## config.mk

```make
export PLATFORM = sky130hd
export DESIGN_NAME = addsub_mw_seq
export DESIGN_NICKNAME = d
export VERILOG_FILES = /design/src/rtl/addsub_mw_seq_pkg.sv /design/src/rtl/addsub_mw_seq_slice.sv /design/src/rtl/addsub_mw_seq.sv
export SDC_FILE = /design/constraint.sdc
export NUM_CORES = 1
export LEC_CHECK = 0
export BUFFER_PORTS_ARGS = -buffer_cell sky130_fd_sc_hd__buf_4
export CORE_UTILIZATION = 30
export CTS_CLUSTER_DIAMETER = 50
export DETAILED_ROUTE_END_ITERATION = 12
export PLACE_DENSITY_LB_ADDON = 0.25
export SYNTH_ARGS = -nofsm -noshare
export SYNTH_HDL_FRONTEND = slang
export SYNTH_SLANG_ARGS = --single-unit
```

## constraint.sdc

```tcl
create_clock -name i_clk -period 7.2 [get_ports i_clk]
set_input_delay 0.72 -clock i_clk [delete_from_list [all_inputs] [get_ports i_clk]]
set_output_delay 0.72 -clock i_clk [all_outputs]
set_load 0.01 [all_outputs]
```

## src/rtl/addsub_mw_seq_pkg.sv

```systemverilog
// Shared types and constants for the multi-word add/sub sequencer.
// Holds the FSM encoding, the default slice width and the index sizing helper.
package addsub_mw_seq_pkg;

    typedef enum logic [1:0] {
        ST_IDLE = 2'd0,
        ST_RUN  = 2'd1,
        ST_DONE = 2'd2
    } state_e;

    localparam int WIDTH_DEF = 8;

    function automatic int idx_width(input int n);
        return (n > 1) ? $clog2(n) : 1;
    endfunction

endpackage

```

## src/rtl/addsub_mw_seq_slice.sv

```systemverilog
// WIDTH-bit ripple add/sub slice: o_sum = a + (b ^ {sub}) + cin.
// The carry input doubles as the +1 of two's-complement subtraction.
module addsub_mw_seq_slice #(
    parameter int WIDTH = 8
) (
    input  logic [WIDTH-1:0] i_a,
    input  logic [WIDTH-1:0] i_b,
    input  logic             i_cin,
    input  logic             i_add_sub,
    output logic [WIDTH-1:0] o_sum,
    output logic             o_cout
);

    logic [WIDTH-1:0] b_eff;

    always_comb begin
        b_eff = i_b ^ {WIDTH{i_add_sub}};
        {o_cout, o_sum} = {1'b0, i_a} + {1'b0, b_eff}
                        + {{WIDTH{1'b0}}, i_cin};
    end

endmodule

```

## src/rtl/addsub_mw_seq.sv

```systemverilog
// Multi-word add/subtract sequencer: one WIDTH-bit slice time-shared
// over NWORDS words, LSW first, with the carry held between cycles.
module addsub_mw_seq
    import addsub_mw_seq_pkg::*;
#(
    parameter int WIDTH  = WIDTH_DEF,
    parameter int NWORDS = 4
) (
    input  logic                    i_clk,
    input  logic                    i_rst,
    input  logic                    i_start,
    input  logic                    i_sub,
    input  logic [WIDTH*NWORDS-1:0] i_a,
    input  logic [WIDTH*NWORDS-1:0] i_b,
    output logic                    o_busy,
    output logic                    o_done,
    output logic [WIDTH*NWORDS-1:0] o_result,
    output logic                    o_cout,
    output logic                    o_ovf
);

    localparam int W  = WIDTH * NWORDS;
    localparam int IW = idx_width(NWORDS);
    localparam logic [IW-1:0] LAST = IW'(NWORDS - 1);

    state_e        state_q, state_d;
    logic [IW-1:0] idx_q, idx_d;
    logic          carry_q, carry_d;
    logic          sub_q, sub_d;
    logic [W-1:0]  a_q, a_d;
    logic [W-1:0]  b_q, b_d;
    logic [W-1:0]  acc_q, acc_d;
    logic [W-1:0]  result_q, result_d;
    logic          cout_q, cout_d;
    logic          ovf_q, ovf_d;

    logic [WIDTH-1:0] a_word;
    logic [WIDTH-1:0] b_word;
    logic [WIDTH-1:0] sum_w;
    logic             cout_w;

    assign a_word = a_q[idx_q*WIDTH +: WIDTH];
    assign b_word = b_q[idx_q*WIDTH +: WIDTH];

    addsub_mw_seq_slice #(
        .WIDTH(WIDTH)
    ) u_slice (
        .i_a      (a_word),
        .i_b      (b_word),
        .i_cin    (carry_q),
        .i_add_sub(sub_q),
        .o_sum    (sum_w),
        .o_cout   (cout_w)
    );

    always_comb begin
        state_d  = state_q;
        idx_d    = idx_q;
        carry_d  = carry_q;
        sub_d    = sub_q;
        a_d      = a_q;
        b_d      = b_q;
        acc_d    = acc_q;
        result_d = result_q;
        cout_d   = cout_q;
        ovf_d    = ovf_q;
        unique case (state_q)
            ST_IDLE, ST_DONE: begin
                if (i_start) begin
                    a_d     = i_a;
                    b_d     = i_b;
                    sub_d   = i_sub;
                    carry_d = i_sub;
                    idx_d   = '0;
                    state_d = ST_RUN;
                end else begin
                    state_d = ST_IDLE;
                end
            end
            ST_RUN: begin
                acc_d[idx_q*WIDTH +: WIDTH] = sum_w;
                carry_d = cout_w;
                idx_d   = idx_q + IW'(1);
                // Publish only complete results; acc_d already holds the last word.
                if (idx_q == LAST) begin
                    state_d  = ST_DONE;
                    result_d = acc_d;
                    cout_d   = cout_w;
                    ovf_d    = (a_word[WIDTH-1] == (b_word[WIDTH-1] ^ sub_q))
                            && (sum_w[WIDTH-1] != a_word[WIDTH-1]);
                end
            end
            default: state_d = ST_IDLE;
        endcase
    end

    always_ff @(posedge i_clk) begin
        if (i_rst) begin
            state_q  <= ST_IDLE;
            idx_q    <= '0;
            carry_q  <= 1'b0;
            sub_q    <= 1'b0;
            a_q      <= '0;
            b_q      <= '0;
            acc_q    <= '0;
            result_q <= '0;
            cout_q   <= 1'b0;
            ovf_q    <= 1'b0;
        end else begin
            state_q  <= state_d;
            idx_q    <= idx_d;
            carry_q  <= carry_d;
            sub_q    <= sub_d;
            a_q      <= a_d;
            b_q      <= b_d;
            acc_q    <= acc_d;
            result_q <= result_d;
            cout_q   <= cout_d;
            ovf_q    <= ovf_d;
        end
    end

    assign o_busy   = (state_q == ST_RUN);
    assign o_done   = (state_q == ST_DONE);
    assign o_result = result_q;
    assign o_cout   = cout_q;
    assign o_ovf    = ovf_q;

endmodule

```

After elaboration in Yosys (flattened, before gate mapping)
Cells that the tools add are included.

storage, ports and cells
  register bits = 136
  bits in latches = 0
  RAM bits = 0
  ROM bits = 0
  input bits = 68
  output and inout bits = 36
  word-level logic and storage cells = 42
  memories = 0

operators by class
  add/sub/neg operators = 4
  multipliers = 0
  divide/modulo/power cells = 0
  magnitude comparators = 0
  equal/unequal tests = 7
  shift-type cells = 4
  mux-type cells = 8
  bitwise logic cells = 2
  reductions and logical operators = 7

operators by type and width
  kind                       count
  $shiftx A32 B6 Y8          2
  $neg A5 Y34                1
  $shift A8 B34 Y32 const A  1
  $shiftx A8 B34 Y32         1
  $bwmux W32                 1
  $add A8 B8 Y9              1
  $add A9 B1 Y9              1
  $pmux W2 S2                2
  $xor A8 B8 Y8              1
  $reduce_and A2 Y1          3
  $eq A2 B2 Y1 const B       2
  $mux W2                    2
  $add A2 B1 Y2 const B      1
  $eq A2 B1 Y1 const B       1
  $logic_not A2 Y1           1
  $mux W1                    2
  $ne A2 B1 Y1 const B       1
  $ne A2 B2 Y1 const B       1
  $pmux W1 S2                1
  $reduce_bool A2 Y1         1
  $reduce_or A2 Y1           1
  $eq A1 B1 Y1               1
  $logic_and A1 B1 Y1        1
  $ne A1 B1 Y1               1
  $xor A1 B1 Y1              1

Depth between registers and ports, before layout
  depth after elaboration = 6
  gate-level depth with buffers = 12
  mapped depth without buffers = 10

Hierarchy
From an unflattened synthesis, not the netlist that was laid out.

unflattened totals
  cell total of the unflattened synthesis = 637
  area, all modules = 5,527.8 um2

by module, submodules not included
  module               instances  cells an instance  area an instance (um2)  sequential area each (um2)
  addsub_mw_seq        1          584                5,109.9                 2,562.5
  addsub_mw_seq_slice  1          53                 417.9                   0.0

Worst setup path after synthesis
OpenSTA, ideal clock, no wires.

  path kind = flip-flop to flip-flop
  from = reg idx_q[0]
  to = reg result_q[30] (netlist: o_result[30])
  setup time = 132 ps
  data arrival time = 3,067 ps
  setup slack = 4,001 ps
  stages on the path, launching flop included = 13
  path buffers = 2
  path through = dfxtp_1 -> buf_4 -> buf_4 -> mux4_2 -> inv_1 -> fa_1 -> inv_1 -> fa_1 -> a21o_1 -> a221oi_2 -> xnor2_2 -> a221oi_2 -> nor3_1

on the way
  cells in the longest elaborated chain, start to end = 6

RTL lines
  item                    RTL line                   source
  from (decl)             addsub_mw_seq.sv:27        logic [IW-1:0] idx_q, idx_d;
  from (signal assigned)  addsub_mw_seq.sv:111       idx_q <= idx_d;
  $shiftx A32 B6 Y8       addsub_mw_seq.sv:43        assign b_word = b_q[idx_q*WIDTH +: WIDTH];
  $xor A8 B8 Y8           addsub_mw_seq_slice.sv:17  b_eff = i_b ^ {WIDTH{i_add_sub}};
  $add A8 B8 Y9           addsub_mw_seq_slice.sv:18  {o_cout, o_sum} = {1'b0, i_a} + {1'b0, b_eff}
  $add A9 B1 Y9           addsub_mw_seq_slice.sv:19  + {{WIDTH{1'b0}}, i_cin};
  $shiftx A8 B34 Y32      addsub_mw_seq.sv:81        acc_d[idx_q*WIDTH +: WIDTH] = sum_w;
  $bwmux W32              addsub_mw_seq.sv:81
  to (signal assigned)    addsub_mw_seq.sv:117       result_q <= result_d;
  to (decl)               addsub_mw_seq.sv:33        logic [W-1:0] result_q, result_d;

Several ways; a longest one is shown, not always the timed one.
A chain may end at the register's enable or synchronous reset.

Worst setup path after layout
  from = reg idx_q[0]
  to = reg result_q[14] (netlist: o_result[14])

Same word-level chain as after synthesis.

==> flow_metrics.env <==
export IMPL_status="complete, no violations"
export IMPL_worstSetupEndpointType="register"
export IMPL_ios=104
export IMPL_diodes=0
export IMPL_die_y_um=143
export IMPL_pre_cts_ws_ps=3510
export IMPL_cp_num_buf_inv=3
export IMPL_std_cell_rows=51
export IMPL_cts_tree="yes"
export IMPL_path_delay_family="compound AO/OA/AOI/OAI gates"
export IMPL_area_growth_pct=26.1
export IMPL_antenna_found_initial=0
export IMPL_cp_start_kind="register"
export IMPL_cp_max_fo=15
export IMPL_clk_pin_slew_ps=60
export IMPL_cts_buffers=17
export IMPL_grtUsageMet1_pct=23.6
export IMPL_tns_ps=0
export IMPL_final_antenna_net_count=0
export IMPL_post_cts_buffers=0
export IMPL_io_buffers=103
export IMPL_dp_cells=1003
export IMPL_grt_pass1_wl_um=25500
export IMPL_dp_hpwl_um=11100
export IMPL_cts_root_buf="clkbuf_16"
export IMPL_drc=0
export IMPL_leakage_nw=3.00
export IMPL_finalSetupViolations=0
export IMPL_grt_max_degree=78
export IMPL_clk_latency_ps=420
export IMPL_hold_violations=0
export IMPL_synth_top_area_share_pct=45.8
export IMPL_p_per_area_nw_per_um2=256
export IMPL_coreArea_um2=19500
export IMPL_cts_sinks=136
export IMPL_yosysMostFrequentCell="dfxtp_1"
export IMPL_ctsResizeCount=0
export IMPL_grt_total_usage_pct=16.5
export IMPL_peakVddDrop_mv=0.149
export IMPL_routed_wl_um=16300
export IMPL_required_ps=7470
export IMPL_critPathArrivalTime_ps=3910
export IMPL_synthTopCellsByCount="dfxtp_1 (136), nand2_1 (135), a21oi_1 (81), nor2_1 (76), clkbuf_1 (27)"
export IMPL_gr_usage_met3_pct=3.59
export IMPL_finalWorstPathRequiredPeriod_ps=3640
export IMPL_path_cells="buf_4 > mux4_2 > inv_1 > fa_1 > inv_1 > fa_1 > a21o_1 > a221oi_2 > xnor2_2 > a221oi_2 > nor3_1"
export IMPL_drive_above_1_share_pct=21.9
export IMPL_drt_wirelength_per_cell_um=15.8
export IMPL_die_width_um=143
export IMPL_gp_congestion=0.759
export IMPL_yosys_warnings=0
export IMPL_syn_instance_count=678
export IMPL_hp_class="reg -> reg"
export IMPL_ys_seq_elements=136
export IMPL_synth_area_leaders="dfxtp_1 (46%), nand2_1 (8.5%), a21oi_1 (6.8%)"
export IMPL_layout_cells_non_filler=1035
export IMPL_dieArea_um2=20400
export IMPL_dr_pass1_iters=5
export IMPL_fmax_mhz=275
export IMPL_rsz0062_at_grt="no"
export IMPL_h_tree_depth=4
export IMPL_initial_core_util_pct=30.5
export IMPL_async_reset_ff_share_pct=0
export IMPL_synth_nets=761
export IMPL_cp_slowest_cell="dfxtp_1"
export IMPL_min_period_over_period_pct=50.5
export IMPL_ctsHoldBuffers=0
export IMPL_vias=5083
export IMPL_first_global_vias=4631
export IMPL_grt_ovfl_total=0
export IMPL_netlist_area_um2=5940
export IMPL_maxCapViolCount=0
export IMPL_grtUsageMet2_pct=24.6
export IMPL_syn_area_per_cell_um2=8.77
export IMPL_seq_area_frac_synth_pct=45.8
export IMPL_busiest_layer="met2"
export IMPL_final_nets=840
export IMPL_clock_skew_ps=8.41
export IMPL_ys_types=49
export IMPL_worst_slew_pin_transition_ps=978
export IMPL_crit_path_max_incr_delay_ps=680
export IMPL_clockBufferDepth=2
export IMPL_ys_flop_type="dfxtp_1"
export IMPL_crit_type="reg -> reg"
export IMPL_synth_edf_count=0
export IMPL_drt_iter0_drc=317
export IMPL_via_per_inst=4.91
export IMPL_synth_top_area_cell="dfxtp_1"
export IMPL_relSlewSlack_pct=34.4
export IMPL_maxSlewViolCount=0
export IMPL_layout_setup_ws_ps=3560
stage by stage:
step / hold slack (ps) / total power, mW / instance area (µm²) / utilization, %
after floorplan: 433 / 0.978 / 5940 / -
after global placement: 439 / 1.06 / 6910 / 35.5
after detailed placement: 445 / 1.06 / 6910 / 35.5
after CTS: 454 / 1.93 / 7490 / 38.5
after global routing: 471 / 1.99 / 7490 / 38.5
final: 451 / 1.92 / 7490 / 38.5
logic make-up (layout without fill, tap and decap cells):
| logic type | count (synthesis) | in the layout | synth area share [%] |
|---|---|---|---|
| xor gates and xnor gates | 12 | 12 | 2.02 |
| AOI/OAI and AO/OA | 170 | 170 | 19.4 |
| buffers and inverters | 63 | 155 | 4.27 |
| adders and majority gates | 15 | 15 | 3.41 |
| and+or+nand+nor | 266 | 266 | 19.0 |
| muxes | 16 | 16 | 6.06 |
| DFF | 136 | 136 | 45.8 |
final cells by class:
class | count | area [µm²]
fillers | 2012 | 12000
flip-flops and latches | 136 | 2720
well taps | 265 | 332
clock buffers | 26 | 499
multi-input cells | 479 | 2980
repair buffers | 110 | 826
clock inverters | 6 | 88.8
inverters | 13 | 48.8
report_power, final:
group | leakage, nW | internal (mW) | switching [mW] | total, mW
sequential | 1.11 | 0.785 | 0.0209 | 0.806
clock | 0.281 | 0.547 | 0.321 | 0.868
combinational | 1.61 | 0.0927 | 0.149 | 0.241
per-layer routing:
layer  wire length [µm]  vias to the layer above  part of all wire [%]
li1                   -                     2545                     -
met1               8040                     2377                    49
met2               7320                      142                    45
met5                  0                        -                     0
met4                210                        0                   1.3
met3                763                       19                   4.7
tightest hold or removal path, delay by kind of cell, from the launching register on:
kind               cells  cell delay (ps)
and+or+nand+nor        1               50
DFF                    1              310
AOI/OAI and AO/OA      1               50
final timing paths:
| path | cells after the start | endpoint | slack, ps | start |
|---|---|---|---|---|
| setup / recovery | 11 | o_result[14] | 3560 | idx_q[0] |
| hold / removal | 2 | b_q[11] | 450 | b_q[11] |
| setup reg to reg | 11 | o_result[14] | 3560 | idx_q[0] |
| hold reg to reg | 2 | b_q[11] | 450 | b_q[11] |
sequential cells by signal, indices dropped and copies added, names as in the netlist, 2 cells and up:
register and count:
a_q 32, state_q 2, b_q 32, idx_q 2, o_result 32, acc_q 32
placed cells by master (no fill, tap or decap), types with 8 or more instances in the layout:
cell type / n
ha_1: 13
dfxtp_1: 136
mux4_2: 16
inv_1: 10
a211oi_1: 24
nand2_1: 135
and3_1: 9
xor2_1: 8
buf_4: 110
nor3_1: 15
nand3_1: 14
nor2_1: 76
a221oi_1: 12
a21oi_1: 81
a22oi_1: 21
clkbuf_16: 17
Note: power is estimated with default switching activity, not from simulation.
